[config.mk]
export PLATFORM = sky130hd
export DESIGN_NAME = spi_cs_demux
export DESIGN_NICKNAME = d
export VERILOG_FILES = /design/src/rtl/spi_demux_pkg.sv /design/src/rtl/sync_edge.sv /design/src/rtl/spi_cs_demux.sv
export SDC_FILE = /design/constraint.sdc
export NUM_CORES = 1
export LEC_CHECK = 0
export ABC_AREA = 1
export CAP_MARGIN = 20
export CORE_ASPECT_RATIO = 0.7
export CORE_MARGIN = 2
export CORE_UTILIZATION = 54
export CTS_CLUSTER_DIAMETER = 200
export CTS_CLUSTER_SIZE = 8
export DETAILED_ROUTE_END_ITERATION = 10
export PLACE_DENSITY_LB_ADDON = 0.2
export SLEW_MARGIN = 20
export SYNTH_ARGS = -nofsm -noshare
export SYNTH_HDL_FRONTEND = slang
export SYNTH_SLANG_ARGS = --single-unit
[constraint.sdc]
create_clock -name clk_ref -period 1.9 [get_ports clk_ref]
set_input_delay 0.57 -clock clk_ref [delete_from_list [all_inputs] [get_ports clk_ref]]
set_output_delay 0.57 -clock clk_ref [all_outputs]
set_load 0.005 [all_outputs]
[src/rtl/spi_demux_pkg.sv]
// spi_demux_pkg: shared types and constants for the SPI chip-select demultiplexer.
//   demux_state_e : frame-tracking FSM states
//   MAX_CH        : largest supported device count (sets the channel index width)
//   CMD_W_DEF     : default command word width
package spi_demux_pkg;

    localparam int unsigned MAX_CH    = 16;
    localparam int unsigned CMD_W_DEF = 8;

    typedef enum logic [2:0] {
        StIdle,
        StCmd,
        StWaitLow,
        StActive,
        StLdac,
        StDrain
    } demux_state_e;

endpackage

[src/rtl/sync_edge.sv]
// sync_edge: multi-flop synchroniser with registered edge detect.
//   clk_ref  : system clock
//   sys_rstn : asynchronous active-low reset
//   din      : asynchronous input pin
//   lvl      : synchronised level
//   rise     : one-cycle pulse, STAGES+1 cycles after a pin rising edge
//   fall     : one-cycle pulse, STAGES+1 cycles after a pin falling edge
module sync_edge #(
    parameter int unsigned STAGES  = 2,
    parameter logic        RST_VAL = 1'b0
) (
    input  logic clk_ref,
    input  logic sys_rstn,
    input  logic din,
    output logic lvl,
    output logic rise,
    output logic fall
);

    logic [STAGES-1:0] chain_q;
    logic              prev_q;
    logic              rise_q;
    logic              fall_q;

    always_ff @(posedge clk_ref or negedge sys_rstn) begin
        if (!sys_rstn) begin
            chain_q <= {STAGES{RST_VAL}};
            prev_q  <= RST_VAL;
            rise_q  <= 1'b0;
            fall_q  <= 1'b0;
        end else begin
            chain_q <= {chain_q[STAGES-2:0], din};
            prev_q  <= chain_q[STAGES-1];
            rise_q  <= chain_q[STAGES-1] & ~prev_q;
            fall_q  <= ~chain_q[STAGES-1] & prev_q;
        end
    end

    assign lvl  = chain_q[STAGES-1];
    assign rise = rise_q;
    assign fall = fall_q;

endmodule

[src/rtl/spi_cs_demux.sv]
// spi_cs_demux: routes one host SPI port to one of NUM_CH devices chosen by a leading
// command word, and optionally fires an LDAC-style load strobe at end of frame.
//   clk_ref, sys_rstn       : system clock, asynchronous active-low reset
//   spi_csn/sck/sdi/sdo     : host SPI port (mode 0)
//   dev_csn, dev_ldac_n     : per-device chip-select and load strobe, active low
//   dev_sck, dev_sdi        : gated clock and data shared by all devices
//   dev_sdo                 : per-device data back to the host
//   sel_ch                  : selected channel index
//   busy                    : FSM not idle
//   err_cmd                 : one-cycle pulse on a bad, short or dropped frame
module spi_cs_demux
    import spi_demux_pkg::*;
#(
    parameter int unsigned       NUM_CH      = 4,
    parameter int unsigned       CMD_W       = CMD_W_DEF,
    parameter int unsigned       SYNC_STAGES = 2,
    parameter logic [NUM_CH-1:0] LDAC_MASK   = NUM_CH'(4'b0010),
    parameter int unsigned       LDAC_W      = 2
) (
    input  logic                      clk_ref,
    input  logic                      sys_rstn,
    input  logic                      spi_csn,
    input  logic                      spi_sck,
    input  logic                      spi_sdi,
    output logic                      spi_sdo,
    output logic [NUM_CH-1:0]         dev_csn,
    output logic                      dev_sck,
    output logic                      dev_sdi,
    input  logic [NUM_CH-1:0]         dev_sdo,
    output logic [NUM_CH-1:0]         dev_ldac_n,
    output logic [$clog2(MAX_CH)-1:0] sel_ch,
    output logic                      busy,
    output logic                      err_cmd
);

    localparam int unsigned SEL_W = $clog2(MAX_CH);

    logic csn_lvl, csn_rise, csn_fall;
    logic sck_lvl, sck_rise, sck_fall;

    sync_edge #(.STAGES(SYNC_STAGES), .RST_VAL(1'b1)) u_csn_sync (
        .clk_ref  (clk_ref),
        .sys_rstn (sys_rstn),
        .din      (spi_csn),
        .lvl      (csn_lvl),
        .rise     (csn_rise),
        .fall     (csn_fall)
    );

    sync_edge #(.STAGES(SYNC_STAGES), .RST_VAL(1'b0)) u_sck_sync (
        .clk_ref  (clk_ref),
        .sys_rstn (sys_rstn),
        .din      (spi_sck),
        .lvl      (sck_lvl),
        .rise     (sck_rise),
        .fall     (sck_fall)
    );

    // Same depth as the sck chain so the sampled bit lines up with the detected edge.
    logic [SYNC_STAGES-1:0] sdi_sync_q;
    logic                   sdi_s;

    always_ff @(posedge clk_ref or negedge sys_rstn) begin
        if (!sys_rstn) sdi_sync_q <= '0;
        else           sdi_sync_q <= {sdi_sync_q[SYNC_STAGES-2:0], spi_sdi};
    end
    assign sdi_s = sdi_sync_q[SYNC_STAGES-1];

    demux_state_e     state_q, state_d;
    logic [3:0]       bit_cnt_q, bit_cnt_d;
    logic [CMD_W-2:0] shift_q, shift_d;
    logic [SEL_W-1:0] sel_q, sel_d;
    logic [3:0]       ldac_cnt_q, ldac_cnt_d;
    logic             drop_q, drop_d;
    logic             err_q, err_d;

    logic [CMD_W-1:0] cmd_word;
    logic             cmd_ok;
    logic             sdo_sel;
    logic             ldac_en;

    always_ff @(posedge clk_ref or negedge sys_rstn) begin
        if (!sys_rstn) begin
            state_q    <= StIdle;
            bit_cnt_q  <= '0;
            shift_q    <= '0;
            sel_q      <= '0;
            ldac_cnt_q <= '0;
            drop_q     <= 1'b0;
            err_q      <= 1'b0;
        end else begin
            state_q    <= state_d;
            bit_cnt_q  <= bit_cnt_d;
            shift_q    <= shift_d;
            sel_q      <= sel_d;
            ldac_cnt_q <= ldac_cnt_d;
            drop_q     <= drop_d;
            err_q      <= err_d;
        end
    end

    // Command word including the bit being sampled on this sck edge.
    assign cmd_word = {shift_q, sdi_s};
    assign cmd_ok   = (cmd_word != '0) && (32'(cmd_word) <= NUM_CH);

    always_comb begin
        sdo_sel = 1'b0;
        ldac_en = 1'b0;
        for (int i = 0; i < NUM_CH; i++) begin
            if (sel_q == SEL_W'(i)) begin
                sdo_sel = dev_sdo[i];
                ldac_en = LDAC_MASK[i];
            end
        end
    end

    always_comb begin
        state_d    = state_q;
        bit_cnt_d  = bit_cnt_q;
        shift_d    = shift_q;
        sel_d      = sel_q;
        ldac_cnt_d = ldac_cnt_q;
        drop_d     = drop_q;
        err_d      = 1'b0;
        unique case (state_q)
            StIdle: begin
                if (csn_fall) begin
                    state_d   = StCmd;
                    bit_cnt_d = '0;
                    drop_d    = 1'b0;
                end
            end
            StCmd: begin
                if (csn_rise) begin
                    err_d   = 1'b1;
                    state_d = StIdle;
                end else if (sck_rise) begin
                    shift_d = cmd_word[CMD_W-2:0];
                    if (bit_cnt_q == 4'(CMD_W - 1)) begin
                        if (cmd_ok) begin
                            sel_d   = SEL_W'(cmd_word - 1'b1);
                            state_d = StWaitLow;
                        end else begin
                            err_d   = 1'b1;
                            state_d = StDrain;
                        end
                    end else begin
                        bit_cnt_d = bit_cnt_q + 4'd1;
                    end
                end
            end
            StWaitLow: begin
                if (csn_rise) begin
                    err_d   = 1'b1;
                    state_d = StIdle;
                end else if (sck_fall && !sck_lvl) begin
                    // Only open the gate while sck is low so dev_sck never sees a runt pulse.
                    state_d = StActive;
                end
            end
            StActive: begin
                if (csn_rise) begin
                    ldac_cnt_d = '0;
                    state_d    = ldac_en ? StLdac : StIdle;
                end
            end
            StLdac: begin
                if (csn_fall) drop_d = 1'b1;
                if (ldac_cnt_q == 4'(LDAC_W - 1)) begin
                    // A frame that started under the strobe is discarded once it ends.
                    if (drop_d) begin
                        err_d   = 1'b1;
                        state_d = StDrain;
                    end else begin
                        state_d = StIdle;
                    end
                end else begin
                    ldac_cnt_d = ldac_cnt_q + 4'd1;
                end
            end
            StDrain: begin
                if (csn_lvl) state_d = StIdle;
            end
            default: state_d = StIdle;
        endcase
    end

    always_comb begin
        dev_csn    = '1;
        dev_ldac_n = '1;
        dev_sck    = 1'b0;
        dev_sdi    = 1'b0;
        spi_sdo    = 1'b0;
        for (int i = 0; i < NUM_CH; i++) begin
            if (sel_q == SEL_W'(i)) begin
                if (state_q == StActive) dev_csn[i]    = 1'b0;
                if (state_q == StLdac)   dev_ldac_n[i] = 1'b0;
            end
        end
        // Data path is raw pins gated by state: no added latency once selected.
        if (state_q == StActive) begin
            dev_sck = spi_sck;
            dev_sdi = spi_sdi;
            spi_sdo = sdo_sel;
        end
    end

    assign sel_ch  = sel_q;
    assign busy    = (state_q != StIdle);
    assign err_cmd = err_q;

endmodule

Yosys cells after proc, flatten, opt, wreduce, memory -nomap -nowiden
Index checks and enable logic that the tools add are counted. Widths: inputs -> output; s select.

Register bits after elaboration: 36. Bits of input ports: 9.

Add/subtract/negate cells: 3. Order comparisons: 1. Eq/ne operators: 21. Muxes and demuxes: 53. Bitwise operators: 9. Reduce and logical (&&, ||, !) cells: 16.

Operator list (count): $mux 3 (12); $mux 1 (30); $mux 4 (6); $pmux 3 s6 (1); $pmux 4 s2 (2); $reduce_and 5->1 (2); $add 4x1->4 const B (2); $eq 4x1->1 const B (2); $eq 4x2->1 const B (2); $le 8x3->1 const B (1); $ne 2x1->1 const B (4); $ne 2x2->1 const B (4); $reduce_bool 8->1 (1); $reduce_and 7->1 (1); $eq 3x2->1 const B (2); $eq 3x3->1 const B (2); $ne 3x2->1 const B (2); $reduce_and 3->1 (2); $reduce_bool 2->1 (3); $not 1->1 (5); $and 1x1->1 (4); $eq 4x3->1 const B (1); $logic_not 4->1 (1); $sub 4x1->4 const B (1); 9 further kinds (10).

Logic depth before layout (Yosys ltp)
Depth in word-level cells: 7. Mapped depth: 11.

By module
From an unflattened synthesis, not the netlist that was laid out.

Cell total of the unflattened synthesis: 238. Area, all modules: 1924.3 um^2.

By module, submodules not included: spi_cs_demux (times used 1, cells each 220, area an instance 1640.3 um^2, seq. area each 650.6 um^2); sync_edge at u_csn_sync (times used 1, cells each 9, area an instance 143.9 um^2, seq. area each 128.9 um^2); sync_edge at u_sck_sync (times used 1, cells each 9, area an instance 140.1 um^2, seq. area each 125.1 um^2).

Worst setup path before layout
OpenSTA, ideal clock, no wires.

Path type: reg2out. From: reg sel_q[3] (netlist: sel_ch[3]). To: out spi_sdo. Arrival time: 1.101 ns. Data required time: 1.330 ns. Setup slack: 0.229 ns. Cell stages (with the launch flop): 6. Buffers on the path: 0. Cells stage by stage: dfrtp_1 nor2_1 inv_1 nor3_1 nand2_1 a21oi_1.

Longest elaborated chain between the ends: 6. Elaborated cells between the ends (all ways): 9.

RTL lines: start: declaration (line spi_cs_demux.sv:72) `logic [SEL_W-1:0] sel_q, sel_d;`; start signal: assignment (line spi_cs_demux.sv:95) `sel_q <= sel_d;`; $logic_not 4->1 (line spi_cs_demux.sv:110) `if (sel_q == SEL_W'(i)) begin`; $mux 1 (3 in a row) (line spi_cs_demux.sv:110); $mux 1 (*) (line spi_cs_demux.sv:110); $mux 1 (*) (line spi_cs_demux.sv:201) `if (state_q == StActive) begin`; end: declaration (line spi_cs_demux.sv:25) `output logic spi_sdo,`.

Every way passes the cells marked *; elsewhere a longest branch is shown, timed or not.

Worst setup path in the final report
From: reg sel_q[3] (netlist: sel_ch[3]). To: reg state_q[2].

Longest elaborated chain between the ends: 7. Elaborated cells between the ends (all ways): 9.

RTL lines: $eq 4x1->1 (line spi_cs_demux.sv:110); $mux 1 (2 in a row) (line spi_cs_demux.sv:110); $mux 1 (*) (line spi_cs_demux.sv:110); $mux 3 (*) (line spi_cs_demux.sv:164) `state_d = ldac_en ? StLdac : StIdle;`; $mux 3 (*) (line spi_cs_demux.sv:162) `if (csn_rise) begin`; $pmux 3 s6 (*) (line spi_cs_demux.sv:125) `unique case (state_q)`; end signal: assignment (line spi_cs_demux.sv:84) `state_q <= StIdle;`; end signal: assignment (line spi_cs_demux.sv:92) `state_q <= state_d;`; end: declaration (line spi_cs_demux.sv:69) `demux_state_e state_q, state_d;`.

Every way passes the cells marked *; elsewhere a longest branch is shown, timed or not. The select of a mux whose other input is x is not followed. A chain may end at the register's enable or synchronous reset.

==> metrics <==
leakage=1.480 nW; Synth async-reset ratio=100.0%; total grt overflow=0; Synth top cells by count=nand2_1, dfrtp_1, inv_1, nor2_1, nand3_1; Synth cell types=28; violated checks=negative setup slack; hold_buf cts=0; most frequent cell after synthesis=nand2_1; FMAX=0.4690 GHz; Diodes inserted=0; Core Util, Final=79.00%; clk_lat worst skew=300 ps; clock skew=8.955 ps; top cell type by total area after synthesis=dfrtp_1; M1 wire length=2309 um; Detailed Route Iter0 Violations=111; Worst setup EP type=flip-flop; wire length on met3=204 um; crit-path leading delay family=buffers and inverters; Area Growth Syn to Fin=42.39%; Fin. Hold Viols=0; syn avg cell area=8.085 um^2; htree depth=2; post-synth top area share=42.91%; register area share after synthesis=47.01%; WP data arrival=2370 ps; Num Clock Sinks=36; CP Cell Sequence=nor2_2 > buf_4 > nand3_1 > nor2_1 > inv_1 > buf_4 > buf_4 > buf_4 > buf_4 > buf_4 > buf_4 > buf_4 > nand3_2 > nand2_2 > nand2_2; crit path kind=flip-flop to flip-flop; CP Launch Type=flip-flop; Slew Viols, Final=0; die area=0.004065 mm^2; maximum clock path buffer count=2; minimum clock period=2132 ps; routed vias=1801; largest net degree at the start of global routing=37; Syn Nets=252; Final Wtd Congestion=0.8566; VDD IR max=0.0008490 V; initial antenna violation count=0; first-pass GRT wire length=7458 um; site row count=18; die width=75.35 um; hpwl dp=3041 um; CTS tree=yes; DRT Wirelength=4981 um; Largest stage delay, worst path=410 ps; Post-DRT Antenna Nets=0; largest cells by area after synthesis=dfrtp_1, nand2_1, inv_1, nor2_1, nand3_1; Chip Height=53.95 um; number of buffers and inverters on the critical path=9; EDFF count, synth=0; Power Density=1099 mW/mm^2; Cell Area, Synth=0.001924 mm^2; crit path max fanout=2; Mapped Cells=238; root buffer cell=clkbuf_8; PortBufs=25; outcome=complete, but fails checks; First-pass DRT Iterations=4; Slew headroom=73.96%; worst slew pin tran=389.2 ps; Total GRT Usage=25.59%; most frequent CP cell=buf_4; main flop type after synthesis=dfrtp_1; Final period util=112.2%; nets=325; Slowest cell on crit path=dfrtp_1; Post-Place Cells=330; Max-Cap Viols=0; Hold Path Class=flip-flop to flip-flop; routed vias/inst=4.975; FF+latch count, synth=36; I/O Pins=26; RSZ-0062 raised after global routing=true; DRC=0; share of cells above drive strength 1=33.01%; vias in the first global route=1628; effective utilization at floorplan=55.48%; CTS Buf Count=5; Yosys warning count=0; post-route insts no fill=362; CTS clk-pin slew, worst paths=70 ps; required time of the critical path=2140 ps; top sig layer=met4; worst setup margin=-232.1 ps; core box area=0.003468 mm^2; DR WL/cell=13.76 um; Final setup viols=9; met2 wire len=2328 um
==> final cells by class <==
cell class	count	area, um^2
multi-input combinational	165	953.4
sequential	36	905.9
fill	221	728.2
timing repair buffer	67	573.1
inverter	36	137.6
clock buffer	6	72.57
tap	50	62.56
clock inverter	2	35.03
==> timing repair <==
action | CTS | global route
pin swaps | 6 | 12
resized for setup | 63 | 23
setup buffers | 17 | 7
endpoints found under the setup margin | 13 | 15
==> placed cells by master (no fill, tap or decap), types with 2 or more instances in the layout <==
cell / instances
ha_1: 5
buf_4: 32
a21oi_2: 2
buf_2: 9
nand3_1: 18
inv_2: 5
dfstp_2: 3
nor2_1: 27
dfrtp_1: 32
inv_1: 30
o21ai_0: 4
nand4_1: 3
nand3_2: 3
xor2_1: 3
nor2_4: 4
xnor2_1: 3
nand2_1: 61
o21ai_2: 4
clkbuf_8: 5
nor2_8: 2
dlygate4sd2_1: 3
clkdlybuf4s50_1: 8
o22ai_1: 2
nor2_2: 2
buf_6: 11
a21oi_1: 2
dlymetal6s2s_1: 3
nand2_4: 5
nand2_2: 8
==> worst paths after layout <==
check	start	end	slack (ps)	cells past startpoint
worst max-delay path	sel_ch[3]$_DFFE_PN0P_	state_q[2]$_DFFE_PN0P_	-230	15
worst min-delay path	u_sck_sync.chain_q[0]$_DFF_PN0_	u_sck_sync.chain_q[1]$_DFF_PN0_	360	0
worst max register to register	sel_ch[3]$_DFFE_PN0P_	state_q[2]$_DFFE_PN0P_	-230	15
worst min register to register	u_sck_sync.chain_q[0]$_DFF_PN0_	u_sck_sync.chain_q[1]$_DFF_PN0_	360	0
max in group asynchronous	sys_rstn	u_csn_sync.prev_q$_DFF_PN1_	1020	2
min in group asynchronous	sys_rstn	state_q[2]$_DFFE_PN0P_	630	2
==> sequential cells by signal (all words and copies together), names as in the netlist, 2 cells and up <==
name and cells:
u_csn_sync.chain_q 2, ldac_cnt_q 4, bit_cnt_q 4, u_sck_sync.chain_q 2, sel_ch 4, shift_q 7, sdi_sync_q 2, state_q 3
==> layer usage <==
metal  global-route usage (%)  vias up
li1                         -      884
met4                    12.87        0
met2                    38.99       46
met3                    5.993       16
met1                    34.40      855
met5                        0        -
==> report_power, final <==
part | switching (mW) | total, mW | internal, mW
combinational | 0.753 | 1.27 | 0.515
sequential | 0.142 | 1.07 | 0.925
clock | 0.288 | 0.677 | 0.389
total | 1.18 | 3.01 | 1.83
==> logic make-up after synthesis <==
kind of cell    count (synthesis)  synth area share (%)
simple gates                  137                 33.03
buf+inv                        37                 7.607
flops                          36                 47.01
compound gates                 17                 6.372
xor+xnor                        6                 2.731
fa+ha+maj                       5                 3.251
==> stage by stage <==
stage / hold WS (ps) / instance area, um^2 / setup WS [ps] / TNS (ps) / power (mW)
final: 357.2 / 2740 / -232.1 / -1309 / 3.012
after global routing: 362.4 / 2740 / -287.6 / -1923 / 3.186
after CTS: 359.0 / 2599 / -206.0 / -819.2 / 2.916
after detailed placement: 340.3 / 2374 / -502.9 / -1735 / 2.188
after global placement: 337.8 / 2374 / -479.9 / -1605 / 2.151
after floorplan: 274.4 / 1924 / 229.2 / 0 / 1.823
Power figures use the tool's default switching activity.
